--- config.mk ---
export PLATFORM = sky130hd
export DESIGN_NAME = lpgbt_scrambler_mc_flat
export DESIGN_NICKNAME = d
export VERILOG_FILES = /design/src/rtl/lpgbt_scrambler_mc_if.sv /design/src/rtl/lpgbt_scrambler_mc.sv /design/src/flat_wrapper.sv
export SDC_FILE = /design/constraint.sdc
export NUM_CORES = 1
export LEC_CHECK = 0
export CAP_MARGIN = 20
export CORE_MARGIN = 3
export CORE_UTILIZATION = 40
export CTS_BUF_LIST = sky130_fd_sc_hd__clkbuf_4
export CTS_CLUSTER_DIAMETER = 80
export DETAILED_ROUTE_END_ITERATION = 10
export GPL_ROUTABILITY_DRIVEN = 0
export HOLD_SLACK_MARGIN = 0.1
export PLACE_DENSITY = 0.64
export SLEW_MARGIN = 10
export SYNTH_ARGS = -nofsm -noshare
export SYNTH_HDL_FRONTEND = slang
export SYNTH_SLANG_ARGS = --single-unit
--- constraint.sdc ---
create_clock -name clock -period 4.85 [get_ports clock]
set_clock_uncertainty 0.2 [all_clocks]
set_input_delay 0.97 -clock clock [delete_from_list [all_inputs] [get_ports clock]]
set_output_delay 0.97 -clock clock [all_outputs]
set_load 0.05 [all_outputs]
--- src/rtl/lpgbt_scrambler_mc_if.sv ---
// Word interface of the multi-channel lpGBT scrambler/descrambler.
//   in_valid     word qualifier shared by all lanes
//   in_data      NCH lanes of WIDTH bits, lane c at [c*WIDTH +: WIDTH]
//   bypass       pass-through select, qualified by in_valid
//   resync       per-lane history reload pulse
//   out_valid    registered copy of in_valid
//   out_data     processed (or bypassed) lanes
//   out_flushed  per-lane "history derived from live data"
//   word_count   valid words seen, wraps at 2^32
interface lpgbt_scrambler_mc_if #(
    parameter int unsigned NCH   = 1,
    parameter int unsigned WIDTH = 60
);
    logic                 in_valid;
    logic [NCH*WIDTH-1:0] in_data;
    logic                 bypass;
    logic [NCH-1:0]       resync;
    logic                 out_valid;
    logic [NCH*WIDTH-1:0] out_data;
    logic [NCH-1:0]       out_flushed;
    logic [31:0]          word_count;

    modport master (
        output in_valid, in_data, bypass, resync,
        input  out_valid, out_data, out_flushed, word_count
    );

    modport slave (
        input  in_valid, in_data, bypass, resync,
        output out_valid, out_data, out_flushed, word_count
    );
endinterface

--- src/rtl/lpgbt_scrambler_mc.sv ---
// Parametrised multi-lane multiplicative scrambler (MODE=0) or self-synchronising
// descrambler (MODE=1). One clock of latency, no backpressure.
//   clock  datapath clock
//   reset  synchronous, active-high; loads INIT_SEED and clears all outputs
//   bus    lpgbt_scrambler_mc_if slave port (see interface header)
module lpgbt_scrambler_mc #(
    parameter int unsigned      WIDTH     = 60,
    parameter int unsigned      ORDER     = 58,
    parameter int unsigned      TAP_A     = 39,
    parameter int unsigned      NCH       = 1,
    parameter int unsigned      MODE      = 0,
    parameter logic [ORDER-1:0] INIT_SEED = {ORDER{1'b1}}
) (
    input logic                  clock,
    input logic                  reset,
    lpgbt_scrambler_mc_if.slave  bus
);

    // History layout: bit ORDER-1 is the newest serial bit (n-1), bit 0 the oldest (n-ORDER).
    // ext[] below concatenates word above history so serial bit n-k sits at ext[ORDER+j-k].
    function automatic logic [WIDTH-1:0] scramble(input logic [WIDTH-1:0] d,
                                                   input logic [ORDER-1:0] h);
        logic [ORDER+WIDTH-1:0] ext;
        ext = '0;
        ext[ORDER-1:0] = h;
        // Unrolled recursion: each output bit feeds later bits of the same word.
        for (int j = 0; j < int'(WIDTH); j++) begin
            ext[ORDER+j] = d[j] ~^ ext[ORDER+j-TAP_A] ~^ ext[j];
        end
        return ext[ORDER+WIDTH-1:ORDER];
    endfunction

    function automatic logic [WIDTH-1:0] descramble(input logic [WIDTH-1:0] r,
                                                     input logic [ORDER-1:0] h);
        logic [ORDER+WIDTH-1:0] ext;
        logic [WIDTH-1:0]       d;
        ext = {r, h};
        d   = '0;
        for (int j = 0; j < int'(WIDTH); j++) begin
            d[j] = ext[ORDER+j] ~^ ext[ORDER+j-TAP_A] ~^ ext[j];
        end
        return d;
    endfunction

    logic [ORDER-1:0]     hist_q [NCH];
    logic [ORDER-1:0]     hist_d [NCH];
    logic [NCH*WIDTH-1:0] data_q, data_d;
    logic [NCH-1:0]       flushed_q, flushed_d;
    logic                 valid_q;
    logic [31:0]          count_q, count_d;

    logic [WIDTH-1:0]     lane_in   [NCH];
    logic [WIDTH-1:0]     lane_out  [NCH];
    logic [WIDTH-1:0]     lane_sdom [NCH];
    logic [ORDER-1:0]     hist_src  [NCH];

    for (genvar c = 0; c < int'(NCH); c++) begin : g_lane
        assign lane_in[c] = bus.in_data[c*WIDTH +: WIDTH];
        // A resync on a valid cycle processes that word against the seed.
        assign hist_src[c] = bus.resync[c] ? INIT_SEED : hist_q[c];

        if (MODE == 0) begin : g_scr
            assign lane_out[c]  = scramble(lane_in[c], hist_src[c]);
            assign lane_sdom[c] = lane_out[c];
        end else begin : g_dsc
            assign lane_out[c]  = descramble(lane_in[c], hist_src[c]);
            assign lane_sdom[c] = lane_in[c];
        end
    end

    always_comb begin
        data_d    = data_q;
        flushed_d = flushed_q;
        count_d   = count_q;
        for (int c = 0; c < int'(NCH); c++) begin
            hist_d[c] = hist_q[c];
            if (bus.resync[c]) begin
                hist_d[c]    = INIT_SEED;
                flushed_d[c] = 1'b0;
            end
            if (bus.in_valid) begin
                if (bus.bypass) begin
                    data_d[c*WIDTH +: WIDTH] = lane_in[c];
                end else begin
                    data_d[c*WIDTH +: WIDTH] = lane_out[c];
                    hist_d[c]                = lane_sdom[c][WIDTH-1 -: ORDER];
                    // ORDER <= WIDTH, so one word fully replaces the history.
                    flushed_d[c]             = (MODE == 1);
                end
            end
        end
        if (bus.in_valid) begin
            count_d = count_q + 32'd1;
        end
    end

    always_ff @(posedge clock) begin
        if (reset) begin
            valid_q   <= 1'b0;
            data_q    <= '0;
            flushed_q <= '0;
            count_q   <= '0;
            for (int c = 0; c < int'(NCH); c++) begin
                hist_q[c] <= INIT_SEED;
            end
        end else begin
            valid_q   <= bus.in_valid;
            data_q    <= data_d;
            flushed_q <= flushed_d;
            count_q   <= count_d;
            for (int c = 0; c < int'(NCH); c++) begin
                hist_q[c] <= hist_d[c];
            end
        end
    end

    assign bus.out_valid   = valid_q;
    assign bus.out_data    = data_q;
    assign bus.out_flushed = flushed_q;
    assign bus.word_count  = count_q;

endmodule

--- src/flat_wrapper.sv ---
// flat-port wrapper written by rule: the top's interface ports become plain ports
module lpgbt_scrambler_mc_flat 
#(
    parameter int unsigned      WIDTH     = 60,
    parameter int unsigned      ORDER     = 58,
    parameter int unsigned      TAP_A     = 39,
    parameter int unsigned      NCH       = 1,
    parameter int unsigned      MODE      = 0,
    parameter logic [ORDER-1:0] INIT_SEED = {ORDER{1'b1}}
)
  (clock, reset, bus_in_valid, bus_in_data, bus_bypass, bus_resync, bus_out_valid, bus_out_data, bus_out_flushed, bus_word_count);
  lpgbt_scrambler_mc_if #(.NCH(NCH), .WIDTH(WIDTH)) bus_i ();
  input logic clock;
  input logic reset;
  input wire logic [$bits(bus_i.in_valid)-1:0] bus_in_valid;
  input wire logic [$bits(bus_i.in_data)-1:0] bus_in_data;
  input wire logic [$bits(bus_i.bypass)-1:0] bus_bypass;
  input wire logic [$bits(bus_i.resync)-1:0] bus_resync;
  output wire logic [$bits(bus_i.out_valid)-1:0] bus_out_valid;
  output wire logic [$bits(bus_i.out_data)-1:0] bus_out_data;
  output wire logic [$bits(bus_i.out_flushed)-1:0] bus_out_flushed;
  output wire logic [$bits(bus_i.word_count)-1:0] bus_word_count;
  assign bus_i.in_valid = bus_in_valid;
  assign bus_i.in_data = bus_in_data;
  assign bus_i.bypass = bus_bypass;
  assign bus_i.resync = bus_resync;
  assign bus_out_valid = bus_i.out_valid;
  assign bus_out_data = bus_i.out_data;
  assign bus_out_flushed = bus_i.out_flushed;
  assign bus_word_count = bus_i.word_count;
  lpgbt_scrambler_mc #(.WIDTH(WIDTH), .ORDER(ORDER), .TAP_A(TAP_A), .NCH(NCH), .MODE(MODE), .INIT_SEED(INIT_SEED)) u_core (.clock(clock), .reset(reset), .bus(bus_i));
endmodule
==> results.txt <==
* Setup TNS: 0 ns
* Required time at the endpoint of the critical path: 3.68 ns
- Total design power: 2810 uW
- Cells with a size suffix above 1 make up 6.42% of the layout.
* M3 GR Usage: between 4 and 5%
- Post-cts gate resize count: 0
- sky130_fd_sc_hd__dfxtp_1 takes more of the synthesized area than any other cell.
- DRT antenna net count: 0
- Vias in the first global route: 6,414
- Crit end category: primary output
- Number of buffers added by the clock tree synthesis step: 17
- Total via count after detailed routing: about 7,000
- Across the run, the number of max-cap violations was 0.
* Final Critical Period: 3.07 ns
- Setup repair after global routing left no endpoint under its margin.
* Post-Synthesis Net Count: 1,008
* Post-detailed-route wirelength per cell: 16.4 um
* Cell Chain, Critical Path: clkdlybuf4s50_1
- Initial core utilization: 41.2%
- STA classifies the critical path startpoint as a flop.
- Total global routing overflow: 0
* Site Rows: 50
* Final wirelength: 21,900 um
* CP Launch Point: u_core.bus.word_count[19]$_SDFFE_PP0P_
* Synth async-reset ratio: 0%
- CTS Hold Bufs: 0
- Of the total synthesized cell area, the portion taken by AND, OR, NAND and NOR gates is a little over a fifth.
- In the synthesized netlist the dominant register cell turns out to be sky130_fd_sc_hd__dfxtp_1.
- Multiplexer share of the synthesized area: 0.673%
- Worst path depth: 1
- In this run the critical register-to-register path is captured at u_core.bus.word_count[31]$_SDFFE_PP0P_.
- Of all nets on the critical path, the largest fanout is 5.
- PortBufs: 158
* Reported leakage power: 0.00315 uW
- For this design, the sink count on the clock tree is 152.
* Pin count of the biggest net entering global routing: 95
- Hold path depth: 2
* Mean area per synthesized cell: 8.29 sq um
* Vias per Instance: between 5 and 6
* Number of antenna violations at the first check in global routing: 1
- Buffer cell driving the clock tree root: sky130_fd_sc_hd__clkbuf_4
- Data arrival, critical path: 1.90 ns
* Top Usage Layer GRT: met2
- Area contributors post-synth: sky130_fd_sc_hd__dfxtp_1 39%, sky130_fd_sc_hd__xnor2_1 14%, sky130_fd_sc_hd__nor2_1 7.4%
- Switching share of power: about 33%
- Level count of the clock H-tree: 4
* Largest family of logic cells by synthesized area: simple AND/OR/NAND/NOR gates
- TritonCTS built the clock tree.
- Of the total synthesized cell area, the portion taken by XOR and XNOR cells is 20.7%.
* Iteration count of the initial detailed-routing pass: 5
- For the pin with the worst max-slew slack, the measured transition is 0.890 ns.
- Total count of max-transition violations in the final report: 0
- Worst path slowest cell: sky130_fd_sc_hd__clkdlybuf4s50_1
- sky130_fd_sc_hd__nor2_1 is the most common cell in the netlist.
- Worst R2R Path Depth: 5
* Reg-to-Reg Start: u_core.bus.word_count[6]$_SDFFE_PP0P_
- The worst register-to-register path has a setup slack of 2.56 ns.
- Most used standard cells in the synthesized netlist: 154 x sky130_fd_sc_hd__nor2_1, 152 x sky130_fd_sc_hd__dfxtp_1, 122 x sky130_fd_sc_hd__xnor2_1, 63 x sky130_fd_sc_hd__xor2_1, 60 x sky130_fd_sc_hd__clkbuf_1
- Power per Cell Area: 287 mW/mm^2
* Clock share of power: a little over a quarter
- Global-route wire length before repair: 34,800 um
* Number of buffers on the longest clock path: 2
- Fmax: 326 MHz
- Max-slew headroom: 40.7%
- Height of the die: around 150 um
- Setup violations remaining at the end of the flow were counted as 0.
* Combinational group share of total power: approximately a quarter
- The top cell type by area accounts for roughly two fifths of the synthesized area.
* Class of the tightest hold or removal check: flop to flop
- During I/O placement, the number of pins put on the boundary was 159.
- Result of the run: finished clean
* Chip width: 146 um
- Part of the power in registers: approximately half
* Delay of the slowest cell on the worst path: 0.85 ns
- Excluding fillers, the count of instances in the completed layout stands at 1,335.
- Cell internal power was estimated by the tool at 1880 uW.
* Ratio of final minimum period to clock period: approximately 63%
- Synthesis handed over a netlist of 942 instances.
* Peak ir drop on the vdd network: 0.000152 V
- Final HPWL from detailed placement: 15,600 um
* Number of flops mapped to enable cells by yosys: 0
- Sequential element share of the synthesized area: 39.0%
- The netlist uses 40 different library cells.
* Hold violation count in the final report: 0
- Sum of buffers and inverters on the critical path: 1
* Global-route usage over all layers: 20.1%
- Broken down by cell family, the worst path's largest delay share belongs to buffers and inverters.
- After clock tree synthesis, the clock-pin slew on the worst setup and hold paths is 0.14 ns.
- The floorplan step defined a core boundary enclosing 0.0190 sq mm.
- Destination of the critical timing path: bus_word_count[19]
* Area of the mapped netlist: 0.00781 sq mm
- Die footprint: 0.0212 sq mm
- Net switching power figure: between 900 and 1000 uW
- At the later pin of the worst-skew pair, clock insertion delay measures 0.57 ns.
- DRC violations left: 0
* Met1 Use GR: 27.6%
- Post CTS Setup Buffer Count: 0
* Type of the worst setup path: flop to primary output
* Layout net count: 1,129
* Instance count after placement with tap cells included: 1,304
* GR met2 Demand/Resource: approximately 33%
- Detailed Route Iter0 Violations: 562
- Post-Synth Adder-Cell Area: 0.160%
- Area delta synth->final: 25.7%
- Synth warn: 0
- Summing the areas of all compound-gate instances in the mapped netlist gives between 10 and 15% of the synthesized area.
- Synthesis inferred 152 register bits.
[state kept, by name (all words and copies together) (netlist names)]
signal                  cells
u_core.hist_q              58
u_core.bus.out_data        60
u_core.bus.out_valid        1
u_core.bus.out_flushed      1
u_core.bus.word_count      32
[worst min-delay path by stage]
stage,startpoint,endpoint,slack (ns)
after floorplan,u_core.hist_q[0][40]$_SDFF_PP1_,u_core.hist_q[0][40]$_SDFF_PP1_,0.29
after global placement,u_core.bus.out_flushed$_SDFF_PP0_,u_core.bus.out_flushed$_SDFF_PP0_,0.24
after detailed placement,u_core.bus.out_flushed$_SDFF_PP0_,u_core.bus.out_flushed$_SDFF_PP0_,0.22
after CTS,u_core.bus.out_flushed$_SDFF_PP0_,u_core.bus.out_flushed$_SDFF_PP0_,0.25
after global routing,u_core.bus.out_flushed$_SDFF_PP0_,u_core.bus.out_flushed$_SDFF_PP0_,0.27
final,u_core.bus.out_flushed$_SDFF_PP0_,u_core.bus.out_flushed$_SDFF_PP0_,0.26
[metrics by stage]
stage | util, % | hold WS, ns | area (sq um) | worst slack, ns
floorplan | - | 0.291 | 7810 | 2.12
global placement | 50.4 | 0.236 | 9550 | 1.41
detailed placement | 50.4 | 0.225 | 9550 | 1.41
CTS | 51.7 | 0.251 | 9810 | 1.74
global route | 51.8 | 0.265 | 9810 | 1.64
finish | 51.8 | 0.256 | 9810 | 1.78
[power by group through the flow]
stage	clock network [uW]	logic (uW)	registers, uW
floorplan	0	304	1530
global placement	0	677	1390
detailed placement	0	680	1390
CTS	783	684	1370
global route	842	730	1370
finish	767	680	1370
[final cells by class]
class,instances,area (sq um)
Clock buffer,17,128
Inverter,8,30.0
Antenna cell,1,2.50
Multi-Input combinational cell,714,4490
Fill cell,1840,9140
Clock inverter,13,134
Tap cell,260,325
Timing Repair Buffer,170,1660
Sequential cell,152,3040
[cells in the final DEF, fill, tap and decap left out, types with 17 or more instances in the layout]
master and count:
sky130_fd_sc_hd__nor2b_1 22, sky130_fd_sc_hd__xor2_1 63, sky130_fd_sc_hd__or2_2 18, sky130_fd_sc_hd__a211oi_1 43
sky130_fd_sc_hd__a31oi_1 34, sky130_fd_sc_hd__clkdlybuf4s50_1 155, sky130_fd_sc_hd__clkbuf_4 17, sky130_fd_sc_hd__nor2_1 154
sky130_fd_sc_hd__dfxtp_1 152, sky130_fd_sc_hd__o32ai_1 19, sky130_fd_sc_hd__nand2_1 51, sky130_fd_sc_hd__a21oi_1 42
sky130_fd_sc_hd__xnor2_1 122, sky130_fd_sc_hd__nor3_1 48, sky130_fd_sc_hd__o21ai_0 23
[logic make-up (layout without fill, tap and decap cells)]
| kind of cell | after synthesis | count (layout) |
|---|---|---|
| AO/OA/AOI/OAI | 170 | 170 |
| buffers and inverters | 76 | 208 |
| AND/OR/NAND/NOR | 353 | 353 |
| XOR/XNOR | 185 | 185 |
| flip-flops | 152 | 152 |
| other | 0 | 1 |
| multiplexers | 5 | 5 |
| adder cells (fa/ha/maj) | 1 | 1 |
[per-layer routing]
metal	vias up	wire, um	share of wire, %
met5	-	0	0
met1	3292	10300	47
li1	3479	-	-
met3	23	990	4.5
met2	192	10300	47
met4	0	257	1.2
Power figures use the tool's default switching activity.
